## src/rtl/spi_slave_shifter.sv

```systemverilog
// SPI slave bit engine: shifts MOSI into receive words and drives MISO from transmit
// words, paced by single-cycle SCLK edge pulses on the system clock.
module spi_slave_shifter #(
  parameter int unsigned DATA_WIDTH = 8,
  parameter bit          CPHA       = 1'b0,
  parameter bit          MSB_FIRST  = 1'b1
) (
  input  logic                  clk,
  input  logic                  rst_n,
  input  logic                  cs_n,
  input  logic                  sclk_lead,
  input  logic                  sclk_trail,
  input  logic                  mosi,
  output logic                  miso,
  output logic                  miso_oe,
  input  logic [DATA_WIDTH-1:0] tx_data,
  input  logic                  tx_valid,
  output logic                  tx_ready,
  output logic                  tx_underrun,
  output logic [DATA_WIDTH-1:0] rx_data,
  output logic                  rx_valid,
  output logic                  frame_err
);

  localparam int unsigned     CNT_W    = $clog2(DATA_WIDTH);
  localparam logic [CNT_W-1:0] CNT_LAST = CNT_W'(DATA_WIDTH - 1);

  typedef enum logic {
    ST_IDLE  = 1'b0,
    ST_SHIFT = 1'b1
  } state_t;

  state_t                r_state;
  state_t                w_state_nxt;
  logic [CNT_W-1:0]      r_bit_cnt;
  logic [DATA_WIDTH-1:0] r_rx_shift;
  logic [DATA_WIDTH-1:0] r_tx_shift;
  logic [DATA_WIDTH-1:0] r_rx_data;
  logic                  r_miso;
  logic                  r_miso_oe;
  logic                  r_rx_valid;
  logic                  r_frame_err;

  logic                  w_load;
  logic                  w_sample;
  logic                  w_drive;
  logic                  w_abort;
  logic [DATA_WIDTH-1:0] w_rx_word;
  logic [DATA_WIDTH-1:0] w_tx_word;
  logic                  w_tx_first;
  logic [DATA_WIDTH-1:0] w_tx_load_rest;
  logic                  w_tx_next;
  logic [DATA_WIDTH-1:0] w_tx_shifted;

  // State register
  always_ff @(posedge clk or negedge rst_n) begin
    if (!rst_n) begin
      r_state <= ST_IDLE;
    end else begin
      r_state <= w_state_nxt;
    end
  end

  // Next state and per-cycle actions; cs_n deselect outranks any edge pulse
  always_comb begin
    w_state_nxt = r_state;
    w_load      = 1'b0;
    w_sample    = 1'b0;
    w_drive     = 1'b0;
    w_abort     = 1'b0;
    case (r_state)
      ST_IDLE: begin
        if (!cs_n) begin
          w_state_nxt = ST_SHIFT;
          // Word-load pulses are combinational, so hold them off while reset is active
          w_load      = (CPHA == 1'b0) && rst_n;
        end
      end
      ST_SHIFT: begin
        if (cs_n) begin
          w_state_nxt = ST_IDLE;
          w_abort     = 1'b1;
        end else if (sclk_lead ^ sclk_trail) begin
          w_sample = CPHA ? sclk_trail : sclk_lead;
          if (CPHA ? sclk_lead : sclk_trail) begin
            if (r_bit_cnt == '0) begin
              w_load = 1'b1;
            end else begin
              w_drive = 1'b1;
            end
          end
        end
      end
      default: begin
        w_state_nxt = ST_IDLE;
      end
    endcase
  end

  assign w_rx_word      = MSB_FIRST ? {r_rx_shift[DATA_WIDTH-2:0], mosi}
                                    : {mosi, r_rx_shift[DATA_WIDTH-1:1]};
  assign w_tx_word      = tx_valid ? tx_data : '0;
  assign w_tx_first     = MSB_FIRST ? w_tx_word[DATA_WIDTH-1] : w_tx_word[0];
  assign w_tx_load_rest = MSB_FIRST ? {w_tx_word[DATA_WIDTH-2:0], 1'b0}
                                    : {1'b0, w_tx_word[DATA_WIDTH-1:1]};
  assign w_tx_next      = MSB_FIRST ? r_tx_shift[DATA_WIDTH-1] : r_tx_shift[0];
  assign w_tx_shifted   = MSB_FIRST ? {r_tx_shift[DATA_WIDTH-2:0], 1'b0}
                                    : {1'b0, r_tx_shift[DATA_WIDTH-1:1]};

  // Bit datapath: miso holds the bit on the wire, r_tx_shift the bits still to send
  always_ff @(posedge clk or negedge rst_n) begin
    if (!rst_n) begin
      r_bit_cnt   <= '0;
      r_rx_shift  <= '0;
      r_tx_shift  <= '0;
      r_rx_data   <= '0;
      r_miso      <= 1'b0;
      r_miso_oe   <= 1'b0;
      r_rx_valid  <= 1'b0;
      r_frame_err <= 1'b0;
    end else begin
      r_miso_oe   <= (w_state_nxt == ST_SHIFT);
      r_rx_valid  <= 1'b0;
      r_frame_err <= 1'b0;
      if (w_abort) begin
        r_frame_err <= (r_bit_cnt != '0);
        r_bit_cnt   <= '0;
        r_rx_shift  <= '0;
        r_tx_shift  <= '0;
        r_miso      <= 1'b0;
      end else begin
        if (w_sample) begin
          r_rx_shift <= w_rx_word;
          if (r_bit_cnt == CNT_LAST) begin
            r_bit_cnt  <= '0;
            r_rx_data  <= w_rx_word;
            r_rx_valid <= 1'b1;
          end else begin
            r_bit_cnt <= r_bit_cnt + CNT_W'(1);
          end
        end
        if (w_load) begin
          r_miso     <= w_tx_first;
          r_tx_shift <= w_tx_load_rest;
        end else if (w_drive) begin
          r_miso     <= w_tx_next;
          r_tx_shift <= w_tx_shifted;
        end
      end
    end
  end

  assign miso        = r_miso;
  assign miso_oe     = r_miso_oe;
  assign rx_data     = r_rx_data;
  assign rx_valid    = r_rx_valid;
  assign frame_err   = r_frame_err;
  assign tx_ready    = w_load & tx_valid;
  assign tx_underrun = w_load & ~tx_valid;

endmodule
```

## config.mk

```make
export PLATFORM = sky130hd
export DESIGN_NAME = spi_slave_shifter
export DESIGN_NICKNAME = d
export VERILOG_FILES = /design/src/rtl/spi_slave_shifter.sv
export SDC_FILE = /design/constraint.sdc
export NUM_CORES = 1
export LEC_CHECK = 0
export CAP_MARGIN = 20
export CORE_MARGIN = 2
export CORE_UTILIZATION = 47
export DETAILED_ROUTE_END_ITERATION = 6
export GPL_TIMING_DRIVEN = 0
export PLACE_DENSITY_LB_ADDON = 0.1
export SYNTH_ARGS = -nofsm -noshare
export SYNTH_HDL_FRONTEND = slang
export SYNTH_SLANG_ARGS = --single-unit
```

## constraint.sdc

```tcl
create_clock -name clk -period 2.6 [get_ports clk]
set_clock_uncertainty 0.2 [all_clocks]
set_input_delay 0.52 -clock clk [delete_from_list [all_inputs] [get_ports clk]]
set_output_delay 0.52 -clock clk [all_outputs]
set_load 0.005 [all_outputs]
```

==> run summary <==
Worst Hold Class - input pin to async pin
# fillers - 245
Routed wire length - 3.00 mm
Routed len/inst - 15.1 um
Fin crit share - 98.3%
Crit path launch type - input pin
Initial antenna violation count - 0
Number of global-route vias before repair - 1040
CP Cell Sequence - clkdlybuf4s15_1, ha_4, nand4bb_4, a211oi_4, buf_6, and2_4, buf_2
Clock net sink count - 29
Crit. Startpoint - sclk_lead
Clk slew on worst S/H paths - 100 ps
GRT Overall Usage - 20.0%
WP buf/inv - 3
Die width - 59.2 um
Root Buffer - clkbuf_4
Hpwl dp - 1.94 mm
IO buf count - 28
WP data required - 1880 ps
Fin area - 1940 um^2
Internal power - 0.871 mW
Wl on met1 - 1.32 mm
Global route overflow - 0
Core area - 2980 um^2
Routability Congestion - 0.735
Max-Slew Margin vs Limit - 56.9%
Pwr Density - 586 nW/um^2
Post-route minimum period - 2560 ps
Register bit total from synthesis - 29
Post-synth cell types - 26
Crit path DAT - 1840 ps
Vias - 1061
Clk buf depth - 2
Worst VDD drop - 0.501 mV
R2R Path Start - r_bit_cnt[1]
Initial DRC Count - 32
Number of nets with antenna violations after routing - 0
Worst Setup End Kind - primary output
Sequential Power Share - 43.2%
Synth Cell Area - 1430 um^2
Clock power share - 40.5%
Placed Area - 1780 um^2
Outcome - finished, final reports clean
Area delta synth->final - 35.7%
Residual DRC count - 0
Syn nets - 144
First-pass GRT wire length - 5.12 mm
CP top delay family - buffers and inverters
Die Ht - 59.2 um
Setup slack after layout - 44.1 ps
Post-layout net count - 184
Sw Share - 23.5%
H-tree levels - 2
Slew Viols, Final - 0
Largest net degree at the start of global routing - 22
Combinational Power Share - 16.3%
Final Hold Vio Count - 0
Max Cap Violations - 0
Crit-path max cell delay - 260 ps
Highest routed layer - met4
P_leak - 0.889 nW
Initial core utilization - 48.1%
Io pins - 29
DP Worst Slack - -1080 ps
Num CTS Buffers - 5
1st-pass router iterations - 4
Syn avg cell area - 11.5 um^2
CTS tree - built
RSZ-0062 raised after global routing - yes
Die area - 3510 um^2
Wire length on met3 - 137 um
Seq/Total Area, Yosys - 50.7%
Pwr Total - 1.14 mW
Detail Route met2 WL - 1.49 mm
Mapped Cells - 125
Critical path type - input pin to primary output
F_max - 391 MHz
Clock Latency Late Sink - 330 ps
Slowest-stage cell, CP - a211oi_4
Number of diodes - 0
Crit path max fanout - 4
Synth warnings - 0
Layout cells sized above 1 - 21.7%
Least-Margin Pin Slew - 646 ps
Vias/cell - 5.33
Final setup viols - 0
NetSw - 0.268 mW
Site Rows - 20
==> sequential cells by signal, indices dropped and copies added, names as in the netlist <==
register    flops
rx_data         8
r_tx_shift      7
rx_valid        1
miso            1
frame_err       1
miso_oe         1
r_rx_shift      7
r_bit_cnt       3
==> cell type report <==
class	instances	area [um^2]	share of cell area, %
well taps	33	41.3	2.12
repair buffers	33	338	17.4
flip-flops and latches	29	726	37.3
clock buffers	5	37.5	1.93
multi-input cells	78	668	34.4
plain buffers	5	20.0	1.03
inverters	13	48.8	2.51
clock inverters	3	65.1	3.35
==> synthesized netlist by cell type <==
master	n	share of area (%)
a211oi_4	1	1.4
a21oi_1	1	0.35
a22o_1	2	1.2
a2bb2oi_1	9	5.5
and2_1	9	3.9
and2b_1	1	0.52
and3_1	1	0.44
buf_2	1	0.35
clkbuf_1	4	1.0
dfrtp_1	29	51
ha_1	4	3.5
inv_1	11	2.9
inv_2	2	0.52
mux2_1	8	6.3
mux2_2	1	0.79
mux2i_1	7	4.9
nand2_1	9	2.4
nand2_2	1	0.44
nand2b_1	1	0.44
nand4bb_4	1	1.9
nor2_1	1	0.26
nor2_2	1	0.44
nor2b_1	2	0.87
o21ai_0	1	0.35
o21ai_2	7	4.3
o22ai_1	10	4.4
==> final timing paths <==
check | endpoint | slack [ps] | depth (start not counted)
worst max-delay path | tx_ready | 40 | 7
worst min-delay path | rx_data[2] | 100 | 2
worst max register to register | miso | 640 | 8
worst min register to register | r_tx_shift[7] | 280 | 2
max in group asynchronous | r_bit_cnt[0] | 1250 | 2
min in group clk | r_tx_shift[7] | 280 | 2
==> through the flow <==
step / util, % / instances / hold slack [ps] / setup TNS (ps)
2_1_floorplan: - / 125 / 24.4 / 0
3_3_place_gp: 58.9 / 186 / 261 / -8890
3_5_place_dp: 59.8 / 187 / 266 / -4600
4_1_cts: 65.2 / 199 / 94.5 / 0
5_1_grt: 65.3 / 199 / 106 / -16.3
6_report: 65.3 / 199 / 101 / 0
==> cell families (layout without fill, tap and decap cells) <==
| family | Yosys count | in the layout | share of synthesized area (%) |
|---|---|---|---|
| AND/OR/NAND/NOR | 27 | 27 | 11.6 |
| flip-flops | 29 | 29 | 50.7 |
| buffers and inverters | 18 | 59 | 4.80 |
| AO/OA/AOI/OAI | 31 | 31 | 17.5 |
| adder cells (fa/ha/maj) | 4 | 4 | 3.49 |
| multiplexers | 16 | 16 | 12.0 |
==> what timing repair did <==
| action | in CTS | in global routing |
|---|---|---|
| buffers inserted | 3 | 0 |
| setup endpoints to repair | 2 | 1 |
| hold buffers | 1 | 0 |
| hold endpoints to repair | 8 | 0 |
| gates resized for setup | 22 | 2 |
| pin swaps | 4 | 0 |
==> layer usage <==
| metal | track usage, % | vias up |
|---|---|---|
| met1 | 24.9 | 509 |
| met3 | 6.99 | 6 |
| met2 | 31.9 | 23 |
| met5 | 0 | - |
| met4 | 7.79 | 0 |
| li1 | - | 523 |
==> power groups by stage <==
stage / registers, mW / clock network, mW / logic, mW
floorplan: 0.496 / 0 / 0.0992
finish: 0.492 / 0.461 / 0.186
CTS: 0.492 / 0.475 / 0.187
global placement: 0.499 / 0 / 0.156
global route: 0.495 / 0.499 / 0.204
detailed placement: 0.500 / 0 / 0.168
==> cell usage in the layout, fill, tap and decap left out, drive strengths merged, types with 4 or more instances in the layout <==
master / synthesis / routed
a2bb2oi: 9 / 9
and2: 9 / 9
buf: 1 / 7
clkbuf: 4 / 9
clkdlybuf4s50: 0 / 23
dfrtp: 29 / 29
ha: 4 / 4
inv: 13 / 13
mux2: 9 / 9
mux2i: 7 / 7
nand2: 10 / 10
o21ai: 8 / 8
o22ai: 10 / 10
No activity file was read; power rests on OpenSTA's default activity.
